--- config.mk ---
export PLATFORM = sky130hd
export DESIGN_NAME = cache_wb_dm_flat
export DESIGN_NICKNAME = d
export VERILOG_FILES = /design/src/rtl/cache_wb_dm_if.sv /design/src/rtl/cache_wb_dm.sv /design/src/flat_wrapper.sv
export SDC_FILE = /design/constraint.sdc
export NUM_CORES = 1
export LEC_CHECK = 0
export BUFFER_PORTS_ARGS = -buffer_cell sky130_fd_sc_hd__buf_4
export CORE_MARGIN = 5
export CORE_UTILIZATION = 58
export DETAILED_ROUTE_END_ITERATION = 8
export PLACE_DENSITY_LB_ADDON = 0.05
export RECOVER_POWER = 50
export SLEW_MARGIN = 15
export SYNTH_ARGS = -nofsm -noshare
export SYNTH_HDL_FRONTEND = slang
export SYNTH_SLANG_ARGS = --single-unit
--- constraint.sdc ---
create_clock -name clk -period 10.2 [get_ports clk]
set_clock_uncertainty 0.2 [all_clocks]
set_input_delay 0 -clock clk [delete_from_list [all_inputs] [get_ports clk]]
set_output_delay 0 -clock clk [all_outputs]
set_load 0.1 [all_outputs]
--- src/rtl/cache_wb_dm_if.sv ---
`default_nettype none
// ============================================================================
// Module  : cache_wb_dm_if
// Brief   : Core-side and memory-side signal bundle for cache_wb_dm.
// Revision: 1.0 - initial release
// ============================================================================
interface cache_wb_dm_if #(
    parameter int ARCH_BITS       = 32,
    parameter int CACHE_LINE_SIZE = 128
);
    logic                       cpu_req;
    logic                       cpu_we;
    logic [ARCH_BITS-1:0]       cpu_addr;
    logic [ARCH_BITS-1:0]       cpu_wdata;
    logic [ARCH_BITS-1:0]       cpu_rdata;
    logic                       cpu_ready;
    logic                       mem_req;
    logic                       mem_we;
    logic [ARCH_BITS-1:0]       mem_addr;
    logic [CACHE_LINE_SIZE-1:0] mem_wdata;
    logic [CACHE_LINE_SIZE-1:0] mem_rdata;
    logic                       mem_ack;

    // The cache serves the core and drives the memory port.
    modport slave (
        input  cpu_req, cpu_we, cpu_addr, cpu_wdata, mem_rdata, mem_ack,
        output cpu_rdata, cpu_ready, mem_req, mem_we, mem_addr, mem_wdata
    );

    // Environment view: core plus line-wide memory.
    modport master (
        output cpu_req, cpu_we, cpu_addr, cpu_wdata, mem_rdata, mem_ack,
        input  cpu_rdata, cpu_ready, mem_req, mem_we, mem_addr, mem_wdata
    );
endinterface
`default_nettype wire

--- src/rtl/cache_wb_dm.sv ---
`default_nettype none
// ============================================================================
// Module  : cache_wb_dm
// Brief   : Direct-mapped write-back write-allocate data cache, stalls on miss.
// Revision: 1.0 - initial release
// ============================================================================
module cache_wb_dm #(
    parameter int ARCH_BITS       = 32,
    parameter int CACHE_LINES     = 4,
    parameter int CACHE_LINE_SIZE = 128
) (
    input  wire logic        clk,
    input  wire logic        rst,
    cache_wb_dm_if.slave     bus
);
    localparam int OFFSET_B  = $clog2(ARCH_BITS / 8);
    localparam int OFFSET_W  = $clog2(CACHE_LINE_SIZE / ARCH_BITS);
    localparam int LINE_BITS = $clog2(CACHE_LINES);
    localparam int TAG_BITS  = ARCH_BITS - OFFSET_B - OFFSET_W - LINE_BITS;
    localparam int IDX_LSB   = OFFSET_B + OFFSET_W;
    localparam int TAG_LSB   = IDX_LSB + LINE_BITS;

    localparam logic [IDX_LSB-1:0] c_offZero = '0;

    typedef enum logic [1:0] {
        ST_IDLE   = 2'd0,
        ST_WB     = 2'd1,
        ST_REFILL = 2'd2
    } state_t;

    state_t                     r_state;
    logic [CACHE_LINES-1:0]     r_valid;
    logic [CACHE_LINES-1:0]     r_dirty;
    logic [TAG_BITS-1:0]        r_tag  [CACHE_LINES];
    logic [CACHE_LINE_SIZE-1:0] r_data [CACHE_LINES];
    logic                       r_memReq;
    logic                       r_memWe;
    logic [ARCH_BITS-1:0]       r_memAddr;
    logic [CACHE_LINE_SIZE-1:0] r_memWdata;

    logic [TAG_BITS-1:0]        w_reqTag;
    logic [LINE_BITS-1:0]       w_idx;
    logic [OFFSET_W-1:0]        w_wordOff;
    logic                       w_hit;
    logic                       w_ready;

    assign w_reqTag  = bus.cpu_addr[ARCH_BITS-1:TAG_LSB];
    assign w_idx     = bus.cpu_addr[TAG_LSB-1:IDX_LSB];
    assign w_wordOff = bus.cpu_addr[IDX_LSB-1:OFFSET_B];
    assign w_hit     = r_valid[w_idx] && (r_tag[w_idx] == w_reqTag);
    assign w_ready   = !rst && (r_state == ST_IDLE) && bus.cpu_req && w_hit;

    assign bus.cpu_ready = w_ready;
    assign bus.cpu_rdata = r_data[w_idx][w_wordOff*ARCH_BITS +: ARCH_BITS];
    assign bus.mem_req   = r_memReq;
    assign bus.mem_we    = r_memWe;
    assign bus.mem_addr  = r_memAddr;
    assign bus.mem_wdata = r_memWdata;

    // Miss handling relies on the core holding its request stable, so the
    // live cpu_addr still names the index and tag throughout WB/REFILL.
    always_ff @(posedge clk) begin
        if (rst) begin
            r_state  <= ST_IDLE;
            r_valid  <= '0;
            r_dirty  <= '0;
            r_memReq <= 1'b0;
            r_memWe  <= 1'b0;
        end else begin
            case (r_state)
                ST_IDLE: begin
                    if (bus.cpu_req) begin
                        if (w_hit) begin
                            if (bus.cpu_we) begin
                                r_dirty[w_idx] <= 1'b1;
                            end
                        end else if (r_valid[w_idx] && r_dirty[w_idx]) begin
                            r_state    <= ST_WB;
                            r_memReq   <= 1'b1;
                            r_memWe    <= 1'b1;
                            r_memAddr  <= {r_tag[w_idx], w_idx, c_offZero};
                            r_memWdata <= r_data[w_idx];
                        end else begin
                            r_state   <= ST_REFILL;
                            r_memReq  <= 1'b1;
                            r_memWe   <= 1'b0;
                            r_memAddr <= {w_reqTag, w_idx, c_offZero};
                        end
                    end
                end
                ST_WB: begin
                    if (bus.mem_ack) begin
                        r_state   <= ST_REFILL;
                        r_memWe   <= 1'b0;
                        r_memAddr <= {w_reqTag, w_idx, c_offZero};
                    end
                end
                ST_REFILL: begin
                    if (bus.mem_ack) begin
                        r_state        <= ST_IDLE;
                        r_memReq       <= 1'b0;
                        r_valid[w_idx] <= 1'b1;
                        r_dirty[w_idx] <= 1'b0;
                    end
                end
                default: begin
                    r_state  <= ST_IDLE;
                    r_memReq <= 1'b0;
                    r_memWe  <= 1'b0;
                end
            endcase
        end
    end

    // Tag and data storage carry no reset; valid bits guard their contents.
    always_ff @(posedge clk) begin
        if (!rst) begin
            if ((r_state == ST_REFILL) && bus.mem_ack) begin
                r_data[w_idx] <= bus.mem_rdata;
                r_tag[w_idx]  <= w_reqTag;
            end else if (w_ready && bus.cpu_we) begin
                r_data[w_idx][w_wordOff*ARCH_BITS +: ARCH_BITS] <= bus.cpu_wdata;
            end
        end
    end
endmodule
`default_nettype wire

--- src/flat_wrapper.sv ---
// flat-port wrapper written by rule: the top's interface ports become plain ports
module cache_wb_dm_flat 
#(
    parameter int ARCH_BITS       = 32,
    parameter int CACHE_LINES     = 4,
    parameter int CACHE_LINE_SIZE = 128
)
  (clk, rst, bus_cpu_req, bus_cpu_we, bus_cpu_addr, bus_cpu_wdata, bus_mem_rdata, bus_mem_ack, bus_cpu_rdata, bus_cpu_ready, bus_mem_req, bus_mem_we, bus_mem_addr, bus_mem_wdata);
  cache_wb_dm_if #(.ARCH_BITS(ARCH_BITS), .CACHE_LINE_SIZE(CACHE_LINE_SIZE)) bus_i ();
  input  wire logic clk;
  input  wire logic rst;
  input wire logic [$bits(bus_i.cpu_req)-1:0] bus_cpu_req;
  input wire logic [$bits(bus_i.cpu_we)-1:0] bus_cpu_we;
  input wire logic [$bits(bus_i.cpu_addr)-1:0] bus_cpu_addr;
  input wire logic [$bits(bus_i.cpu_wdata)-1:0] bus_cpu_wdata;
  input wire logic [$bits(bus_i.mem_rdata)-1:0] bus_mem_rdata;
  input wire logic [$bits(bus_i.mem_ack)-1:0] bus_mem_ack;
  output wire logic [$bits(bus_i.cpu_rdata)-1:0] bus_cpu_rdata;
  output wire logic [$bits(bus_i.cpu_ready)-1:0] bus_cpu_ready;
  output wire logic [$bits(bus_i.mem_req)-1:0] bus_mem_req;
  output wire logic [$bits(bus_i.mem_we)-1:0] bus_mem_we;
  output wire logic [$bits(bus_i.mem_addr)-1:0] bus_mem_addr;
  output wire logic [$bits(bus_i.mem_wdata)-1:0] bus_mem_wdata;
  assign bus_i.cpu_req = bus_cpu_req;
  assign bus_i.cpu_we = bus_cpu_we;
  assign bus_i.cpu_addr = bus_cpu_addr;
  assign bus_i.cpu_wdata = bus_cpu_wdata;
  assign bus_i.mem_rdata = bus_mem_rdata;
  assign bus_i.mem_ack = bus_mem_ack;
  assign bus_cpu_rdata = bus_i.cpu_rdata;
  assign bus_cpu_ready = bus_i.cpu_ready;
  assign bus_mem_req = bus_i.mem_req;
  assign bus_mem_we = bus_i.mem_we;
  assign bus_mem_addr = bus_i.mem_addr;
  assign bus_mem_wdata = bus_i.mem_wdata;
  cache_wb_dm #(.ARCH_BITS(ARCH_BITS), .CACHE_LINES(CACHE_LINES), .CACHE_LINE_SIZE(CACHE_LINE_SIZE)) u_core (.clk(clk), .rst(rst), .bus(bus_i));
endmodule
After elaboration in Yosys (flattened, before gate mapping)

Memories as Yosys holds them, arrays and structs flattened.
Index checks and enable logic that the tools add are counted.

Add/sub/neg operators: 1
Multiplexer cells: 165
Eq/ne operators: 9
Bitwise logic cells: 136
Reduce and logical (&&, ||, !) cells: 19
$lt $le $gt $ge: 2
Shifts and indexed selects: 3

Operators with widths:

| cell                                                                       | number |
|---|---|
| 1-bit 2-to-1 mux                                                           | 143 |
| 128-bit 2-to-1 mux                                                         | 1 |
| 32-bit 2-to-1 mux                                                          | 4 |
| 1-bit bitwise OR                                                           | 128 |
| 32-bit by 34-bit variable shift with 128-bit output (first input constant) | 1 |
| 128-bit by 8-bit indexed part select with 32-bit output                    | 1 |
| 32-bit by 34-bit indexed part select with 128-bit output                   | 1 |
| 32-bit one-hot mux with 2 select lines                                     | 1 |
| 7-bit negator with 34-bit output                                           | 1 |
| 26-bit == test                                                             | 1 |
| 4-bit 2-to-1 mux                                                           | 4 |
| 5-bit AND reduction                                                        | 3 |
| 4-bit AND reduction                                                        | 3 |
| 2-bit 2-to-1 mux                                                           | 5 |
| 2-bit inequality test (second input constant)                              | 5 |
| 1-bit logical AND                                                          | 8 |
| 4-bit bitwise OR                                                           | 2 |
| 4-bit one-hot mux with 2 select lines                                      | 1 |
| 1-bit one-hot mux with 3 select lines                                      | 2 |
| 2-bit one-hot mux with 3 select lines                                      | 1 |
| 4-bit bitwise AND                                                          | 1 |
| 1-bit binary-select mux with 2-bit select                                  | 2 |
| 1-bit NOT                                                                  | 4 |
| 4-bit NOT                                                                  | 1 |
| other kinds (10)                                                           | 11 |

Register bits: 172
Bits in writable memories: 616
Memories: 2

Memory list:

| memory        | depth | bits a word | rd ports | clocked after memory_dff | write ports | line              | source |
|---|---|---|---|---|---|---|---|
| u_core.r_data | 4     | 128         | 1        | 0                        | 1           | cache_wb_dm.sv:35 | `logic [CACHE_LINE_SIZE-1:0] r_data [CACHE_LINES];` |
| u_core.r_tag  | 4     | 26          | 1        | 0                        | 1           | cache_wb_dm.sv:34 | `logic [TAG_BITS-1:0] r_tag [CACHE_LINES];` |

Longest topological paths before layout

Gate-level depths: netlist of run 1.

Word-level depth: 10
Mapped depth: 12

Worst setup path before layout of run 1

No wires, ideal clock.

Kind: in2reg
From: in bus_cpu_addr[5]
To: reg u_core.r_memWdata[0], in the netlist u_core.bus.mem_wdata[0] (read register of u_core.r_data) (enable)
Arrival: 6996 ps
Stages: 10
Setup slack: 2386 ps
Path through: buf_6 > buf_2 > clkbuf_1 > mux4_2 > nand4_1 > nor4_1 > and4_2 > buf_6 > nand2b_1 > nor2_1

Cells in the longest elaborated chain, start to end: 5
Elaborated cells on any way between the ends: 10

RTL lines:

| element                                                                        | line                                 | source |
|---|---|---|
| start, declared                                                                | flat_wrapper.sv:14                   | `input wire logic [$bits(bus_i.cpu_addr)-1:0] bus_cpu_addr;` |
| memory 4 x 26 bit or 1-bit binary-select mux with 2-bit select (tied branches) | --                                   |  |
| 26-bit == test or 1-bit 2-to-1 mux (tied branches)                             | cache_wb_dm.sv:50, cache_wb_dm.sv:77 |  |
| 1-bit logical AND                                                              | cache_wb_dm.sv:50                    | `assign w_hit = r_valid[w_idx] && (r_tag[w_idx] == w_reqTag);` |
| 1-bit NOT (no line)                                                            | --                                   |  |
| 5-bit AND reduction (no line) (*)                                              | --                                   |  |
| end, declared                                                                  | cache_wb_dm.sv:39                    | `logic [CACHE_LINE_SIZE-1:0] r_memWdata;` |

Every way passes the cells marked *; elsewhere a longest branch is shown, timed or not. The select of a mux whose other input is x is not followed.
A chain may end at the register's enable or synchronous reset.

Worst setup path after layout of run 1

From: in bus_cpu_addr[5]
To: mem u_core.r_data[2][85] (data pin)

Cells in the longest elaborated chain, start to end: 10
Elaborated cells on any way between the ends: 12

RTL lines:

| element                                                                        | line               | source |
|---|---|---|
| memory 4 x 26 bit or 1-bit binary-select mux with 2-bit select (tied branches) | --                 |  |
| 26-bit == test or 1-bit 2-to-1 mux (tied branches)                             | cache_wb_dm.sv:50  |  |
| 1-bit logical AND (*)                                                          | cache_wb_dm.sv:50  |  |
| 1-bit logical AND (*)                                                          | cache_wb_dm.sv:51  | `assign w_ready = !rst && (r_state == ST_IDLE) && bus.cpu_req && w_hit;` |
| 1-bit logical AND (*)                                                          | cache_wb_dm.sv:121 | `end else if (w_ready && bus.cpu_we) begin` |
| 1-bit 2-to-1 mux (*)                                                           | cache_wb_dm.sv:121 |  |
| 1-bit 2-to-1 mux (*)                                                           | cache_wb_dm.sv:118 | `if ((r_state == ST_REFILL) && bus.mem_ack) begin` |
| 1-bit 2-to-1 mux (*)                                                           | cache_wb_dm.sv:117 | `if (!rst) begin` |
| 128-bit 2-to-1 mux (not written as such) (*)                                   | cache_wb_dm.sv:122 | `r_data[w_idx][w_wordOff*ARCH_BITS +: ARCH_BITS] <= bus.cpu_wdata;` |
| 1-bit 2-to-1 mux (no line) (*)                                                 | --                 |  |
| end, declared                                                                  | cache_wb_dm.sv:35  |  |

Marks and branches as above.

==> flow_summary.ini, run 1 <==
[clock_tree]
clk_pin_slew_ns = 0.06
cts_buffer_depth = 3
post_cts_buffers = 0
tritoncts.num_buffers = 79
cts_num_sinks = 784
cts_resized = 0
clk-insertion-delay-late_ns = 0.61
clock-root-buffer = clkbuf_16
h-tree-depth = 3
cts_tree = built

[floorplanning]
core_um2 = 53900
ioPinCount = 392
dieWidth_um = 244
rows = 85
die-area_um2 = 59300
start_util_pct = 58.7
die_h_um = 244

[sta]
hold_violations = 0
finalCritPeriodShare_pct = 71.0
worst_pin_slew_ns = 4.10
slew-limit-headroom_pct = -173
report.final.slew_viol_count = 360
period_minus_slack_ns = 7.24
max_freq_mhz = 138
tns_ns = 0
setup_viol = 0
rsz0062_at_grt = no

[drt]
route.detailed.drc = 0
vias_per_cell = 5.89
drtIter0Drc = 1764
dr_total_vias = 18100
ant_nets = 0
dr.pass1.iters = 5
wirelength_um = 83300
wl_per_cell_um = 27.1

[worst_hold_path]
worstHoldPathType = input port to register
min_from = bus_cpu_addr[17]

[setup_path]
slowest_stage = clkbuf_1
endpoint_kind = register
path_max_fanout = 60
reg2reg_from = u_core.r_tag[3][15]
arrival_ns = 7.38
crit_start = bus_cpu_addr[5]
path_cells = dlygate4sd3_1 > buf_6 > buf_4 > mux2i_1 > nand2_1 > o2111ai_1 > a221oi_1 > and4_1 > nand4_1 > clkbuf_1 > mux2i_1 > dlygate4sd3_1
cp_num_buf_inv = 5
critPathMaxStageDelay_ns = 2.88
worstSetupPathType = input port to register
critPathTopFamily = buffers and inverters
start_kind = input port
required_ns = 10.33

[outcome]
violations = max-capacitance violations, max-slew violations
run_status = finished, violations left

[pwr]
leakage_nw = 14.4
p_per_area_nw_per_um2 = 179
total_power_w = 0.00710
ir_worst_vdd_mv = 0.124

[grt]
grt.overflow.total = 0
grt_max_degree = 99
track_usage_pct = 27.9
grt_pass1_vias = 18900
grt_pass1_wl_um = 121000
antenna_found_initial = 1

[cells_and_area]
drive_above_1_share_pct = 22.7
area_delta_synth_final_pct = 25.6
nets = 2515
nFillCells = 3416

[synthesis]
synth_area_leaders = edfxtp_1, mux4_2, mux2i_1, nand2_1, inv_1
ys.flop_type = edfxtp_1
synthDistinctLibCells = 51
synth_area_um2 = 31600
async_flop_share_pct = 0
synth_seq_cells = 784
yosysMostFrequentCell = edfxtp_1
synth_commonest_cells = edfxtp_1, mux4_2, nand2_1, mux2i_1, inv_1
synth_enable_flop_cells = 772
synth_area_per_cell_um2 = 19.2
yosysTopAreaCell = edfxtp_1
synth_top_area_share_pct = 73.3
syn_inst = 1645
seq_area_frac_synth_pct = 74.0
yosysWarnings = 0

[placement]
io_buffer_count = 385
dp_hpwl_um = 49400
place_congestion = 0.821

[run]
maxCapViolations = 13
==> tightest hold or removal path: cells and delay by family <==
family | cells | cell delay [ns]
buffers and inverters | 2 | 0.67
muxes | 1 | 0.16
==> registers in the layout, summed over array words and instances, names as in the netlist, named ones only <==
| signal | flops |
|---|---|
| u_core.r_data | 512 |
| u_core.bus.mem_wdata | 128 |
| u_core.r_tag | 104 |
| u_core.bus.mem_addr | 28 |
| u_core.r_valid | 4 |
| u_core.r_state | 2 |
| u_core.bus.mem_req | 1 |
| u_core.bus.mem_we | 1 |
==> logic make-up after synthesis <==
family / share of synthesized area [%]
AO/OA/AOI/OAI: 1.28
buffers and inverters: 3.12
adder cells (fa/ha/maj): 0.198
multiplexers: 18.1
AND/OR/NAND/NOR: 2.54
flip-flops: 74.0
XOR/XNOR: 0.664
other: 0.0119
==> per-stage QoR <==
| step | worst slack, ns | hold WS (ns) | utilization, % | area (um^2) | instances |
|---|---|---|---|---|---|
| finish | 2.96 | 0.127 | 73.7 | 39700 | 3071 |
| floorplan | 2.39 | -0.101 | - | 31600 | 1648 |
| global route | 2.84 | 0.138 | 73.7 | 39700 | 3070 |
| detailed placement | 4.30 | 0.0305 | 65.8 | 35500 | 2676 |
| global placement | 4.37 | 0.0244 | 65.8 | 35500 | 2676 |
| CTS | 4.36 | 0.00322 | 75.3 | 40600 | 3069 |
==> cells in the final DEF (no fill, tap or decap), types with 3 or more instances in the layout <==
master	count
buf_4	191
inv_6	3
a21oi_4	16
nor2_1	18
o21ai_0	11
nor3b_2	3
mux2_1	4
a21oi_1	7
o22ai_1	6
clkbuf_1	238
inv_2	3
dfxtp_1	12
nand2b_1	4
a211oi_1	5
clkinv_1	11
conb_1	4
xnor2_1	14
mux4_2	178
nand2_1	147
mux2_2	21
edfxtp_1	772
clkbuf_8	4
bufinv_16	8
clkbuf_16	83
inv_1	139
clkinv_2	19
a41oi_1	4
nand4_1	7
ha_1	5
xor2_1	10
mux2i_1	142
dlygate4sd3_1	251
==> repair_timing <==
item	in CTS	in global routing
hold endpoints to repair	710	0
setup endpoints to repair	0	0
hold buffers	251	0
==> final cells by class <==
type / instances / area, um^2 / area share (%)
clock inverter: 43 / 418 / 1.05
sequential: 784 / 23400 / 58.9
inverter: 142 / 533 / 1.34
antenna: 1 / 2.50 / 0.00630
multi-input combinational: 634 / 7440 / 18.7
timing repair buffer: 672 / 4870 / 12.3
tap: 696 / 871 / 2.19
clock buffer: 99 / 2180 / 5.48
==> path summary, 6_finish.rpt <==
kind	slack, ns	end	depth (start not counted)
worst min register to register	0.28	u_core.r_valid[3]	2
worst min-delay path	0.13	u_core.bus.mem_addr[17]	3
worst max-delay path	2.96	u_core.r_data[2][85]	12
worst max register to register	3.84	u_core.r_data[2][85]	9
==> routing by layer <==
| metal | routed length (um) | GRT usage, % | vias up |
|---|---|---|---|
| li1 | - | - | 7772 |
| met1 | 32200 | 38.1 | 9294 |
| met2 | 41800 | 46.6 | 901 |
| met3 | 7230 | 5.77 | 130 |
| met4 | 1980 | 7.63 | 2 |
| met5 | 7 | 0 | - |
==> power breakdown <==
part           total, W  internal [W]  switching (W)
logic          0.000621      0.000230       0.000391
clock network   0.00290       0.00171        0.00119
registers       0.00358       0.00357     0.00000680
total           0.00710       0.00551        0.00158
Note: power is estimated with default switching activity, not from simulation.
==> inputs of run 2 (changes only) <==
Settings changed: ABC_AREA set to 1, CORE_UTILIZATION 58 to 53.
Clock period 10.2 ns to 6.5 ns, I/O delays scaled along.
==> flow_summary.ini, run 2 <==
[synthesis]
synth_top_area_share_pct = 71.5
synth_enable_flop_cells = 772
synth_area_per_cell_um2 = 12.0
synthDistinctLibCells = 30
synth_area_um2 = 32400
yosysTopAreaCell = edfxtp_1
ys.flop_type = edfxtp_1
synth_commonest_cells = nand2_1, edfxtp_1, nand3_1, nor2_1, a22oi_1
seq_area_frac_synth_pct = 72.2
synth_area_leaders = edfxtp_1, nand2_1, nand3_1, a22oi_1, nor2_1
yosysWarnings = 0
yosysMostFrequentCell = nand2_1
syn_inst = 2707
synth_seq_cells = 784
async_flop_share_pct = 0

[drt]
route.detailed.drc = 0
wirelength_um = 111000
wl_per_cell_um = 27.0
drtIter0Drc = 3635
dr.pass1.iters = 6
ant_nets = 0
vias_per_cell = 6.00
dr_total_vias = 24600

[cells_and_area]
nFillCells = 4694
largest_reg_flops = 512
top_register = u_core.r_data
area_delta_synth_final_pct = 22.9
layout_commonest_cell = nand2_1
drive_above_1_share_pct = 11.5
layout_common_cells = nand2_1, edfxtp_1, buf_4
nets = 3462

[setup_path]
worstSetupPathType = input port to output port
endpoint_kind = output port
path_max_fanout = 78
arrival_ns = 5.59
required_ns = 6.30
start_kind = input port

[outcome]
run_status = finished, violations left
violations = max-capacitance violations, max-slew violations

[clock_tree]
clk-insertion-delay-late_ns = 0.62
post_cts_buffers = 0
cts_tree = built
clk_pin_slew_ns = 0.06
cts_buffer_depth = 3
h-tree-depth = 3
cts_num_sinks = 784
hold_buffers = 212
cts_resized = 0
tritoncts.num_buffers = 79
clock-root-buffer = clkbuf_16

[pwr]
combPwrFrac_pct = 10.9
clockPowerShare_pct = 39.4
switching_share_pct = 25.0
p_int_w = 0.00849
ir_worst_vdd_mv = 0.207
seqPwrFrac_pct = 49.7
leakage_nw = 15.0
switching_power_w = 0.00283
p_per_area_nw_per_um2 = 284

[grt]
antenna_found_initial = 10
grt_pass1_vias = 23600
grt_pass1_wl_um = 156000
grt_max_degree = 90
track_usage_pct = 32.3
grt.overflow.total = 0

[sta]
rsz0062_at_grt = no
max_freq_mhz = 173
hold_violations = 0
setup_viol = 0
tns_ns = 0
report.final.slew_viol_count = 355
slew-limit-headroom_pct = -109
period_minus_slack_ns = 5.79
finalCritPeriodShare_pct = 89.1
worst_pin_slew_ns = 3.12
worst_slack_ns = 0.711

[floorplanning]
core_um2 = 60500
die_h_um = 257
rows = 90
start_util_pct = 53.6
die-area_um2 = 66300
ioPinCount = 392
dieWidth_um = 257

[worst_hold_path]
worstHoldPathType = input port to register

[placement]
place_congestion = 0.917
io_buffer_count = 385
place_ws_ns = 1.71
dp_hpwl_um = 69700

[run]
maxCapViolations = 8
run 2: changes by cell type after synthesis, moves of 31 or more:
cell	previous run	this run
nand2_1	147	786
nand3_1	1	232
mux4_2	178	0
a22oi_1	1	143
mux2i_1	142	0
nor2_1	18	156
nor3_1	1	90
clkbuf_1	36	108
o21ai_0	11	55
a21oi_1	23	61
a221oi_1	1	32
run 2: cells by family after synthesis:
| group | after synthesis | share of synthesized area, % |
|---|---|---|
| buffers and inverters | 292 | 3.96 |
| adders and majority gates | 5 | 0.193 |
| other | 1 | 0.0116 |
| AOI/OAI and AO/OA | 344 | 7.21 |
| and+or+nand+nor | 1281 | 16.4 |
| DFF | 784 | 72.2 |
run 2: final cells by class:
| cell class | count | area (um^2) | area share, % |
|---|---|---|---|
| timing repair buffer | 635 | 4600 | 11.5 |
| sequential | 784 | 23400 | 58.8 |
| tap | 782 | 978 | 2.45 |
| clock buffer | 104 | 2210 | 5.54 |
| antenna | 1 | 2.50 | 0.00628 |
| multi-input combinational | 1634 | 7860 | 19.7 |
| clock inverter | 40 | 318 | 0.797 |
| inverter | 126 | 478 | 1.20 |
run 2: final timing paths:
kind	cells past startpoint	slack, ns	startpoint	endpoint
min reg2reg	2	0.28	u_core.r_valid[1]	u_core.r_valid[1]
max	11	0.71	bus_cpu_addr[4]	bus_cpu_rdata[28]
max reg2reg	4	0.92	u_core.r_state[1]	u_core.r_tag[2][16]
min	5	0.06	bus_cpu_wdata[6]	u_core.r_data[3][102]
run 2: per-stage QoR:
step	instance area, um^2	hold slack, ns	total power [W]	utilization [%]	cells
after CTS	40600	0.00424	0.0113	67.2	4105
final	39900	0.0563	0.0113	65.9	4106
after global placement	36000	0.000449	0.00684	59.5	3749
after global routing	39900	0.0629	0.0116	65.9	4106
after floorplan	32400	-0.131	0.00639	-	2710
after detailed placement	36000	0.00485	0.00685	59.5	3749
run 2: worst max-delay path, cell delays in order:
cell,delay [ns]
dlygate4sd3_1,0.53
buf_4,0.55
nand2_2,0.36
clkinvlp_2,0.20
buf_4,0.63
clkbuf_2,1.71
nand2_1,0.13
nand3_1,0.37
o21ai_0,0.17
o22ai_1,0.44
buf_4,0.38
run 2: power groups by stage:
| stage | clock network [W] | logic (W) | registers, W |
|---|---|---|---|
| global route | 0.00469 | 0.00129 | 0.00562 |
| finish | 0.00446 | 0.00124 | 0.00562 |
| global placement | 0 | 0.00111 | 0.00573 |
| detailed placement | 0 | 0.00112 | 0.00573 |
| CTS | 0.00447 | 0.00123 | 0.00562 |
| floorplan | 0 | 0.000583 | 0.00580 |
run 2: layer usage:
metal | routed length [um] | global-route usage (%) | part of all wire, % | vias to the layer above
li1 | - | - | - | 10800
met1 | 40600 | 43.5 | 37 | 12000
met2 | 49600 | 48.9 | 45 | 1642
met3 | 15200 | 10.2 | 14 | 210
met4 | 5260 | 13.8 | 4.8 | 4
met5 | 36 | 0 | 0.033 | -
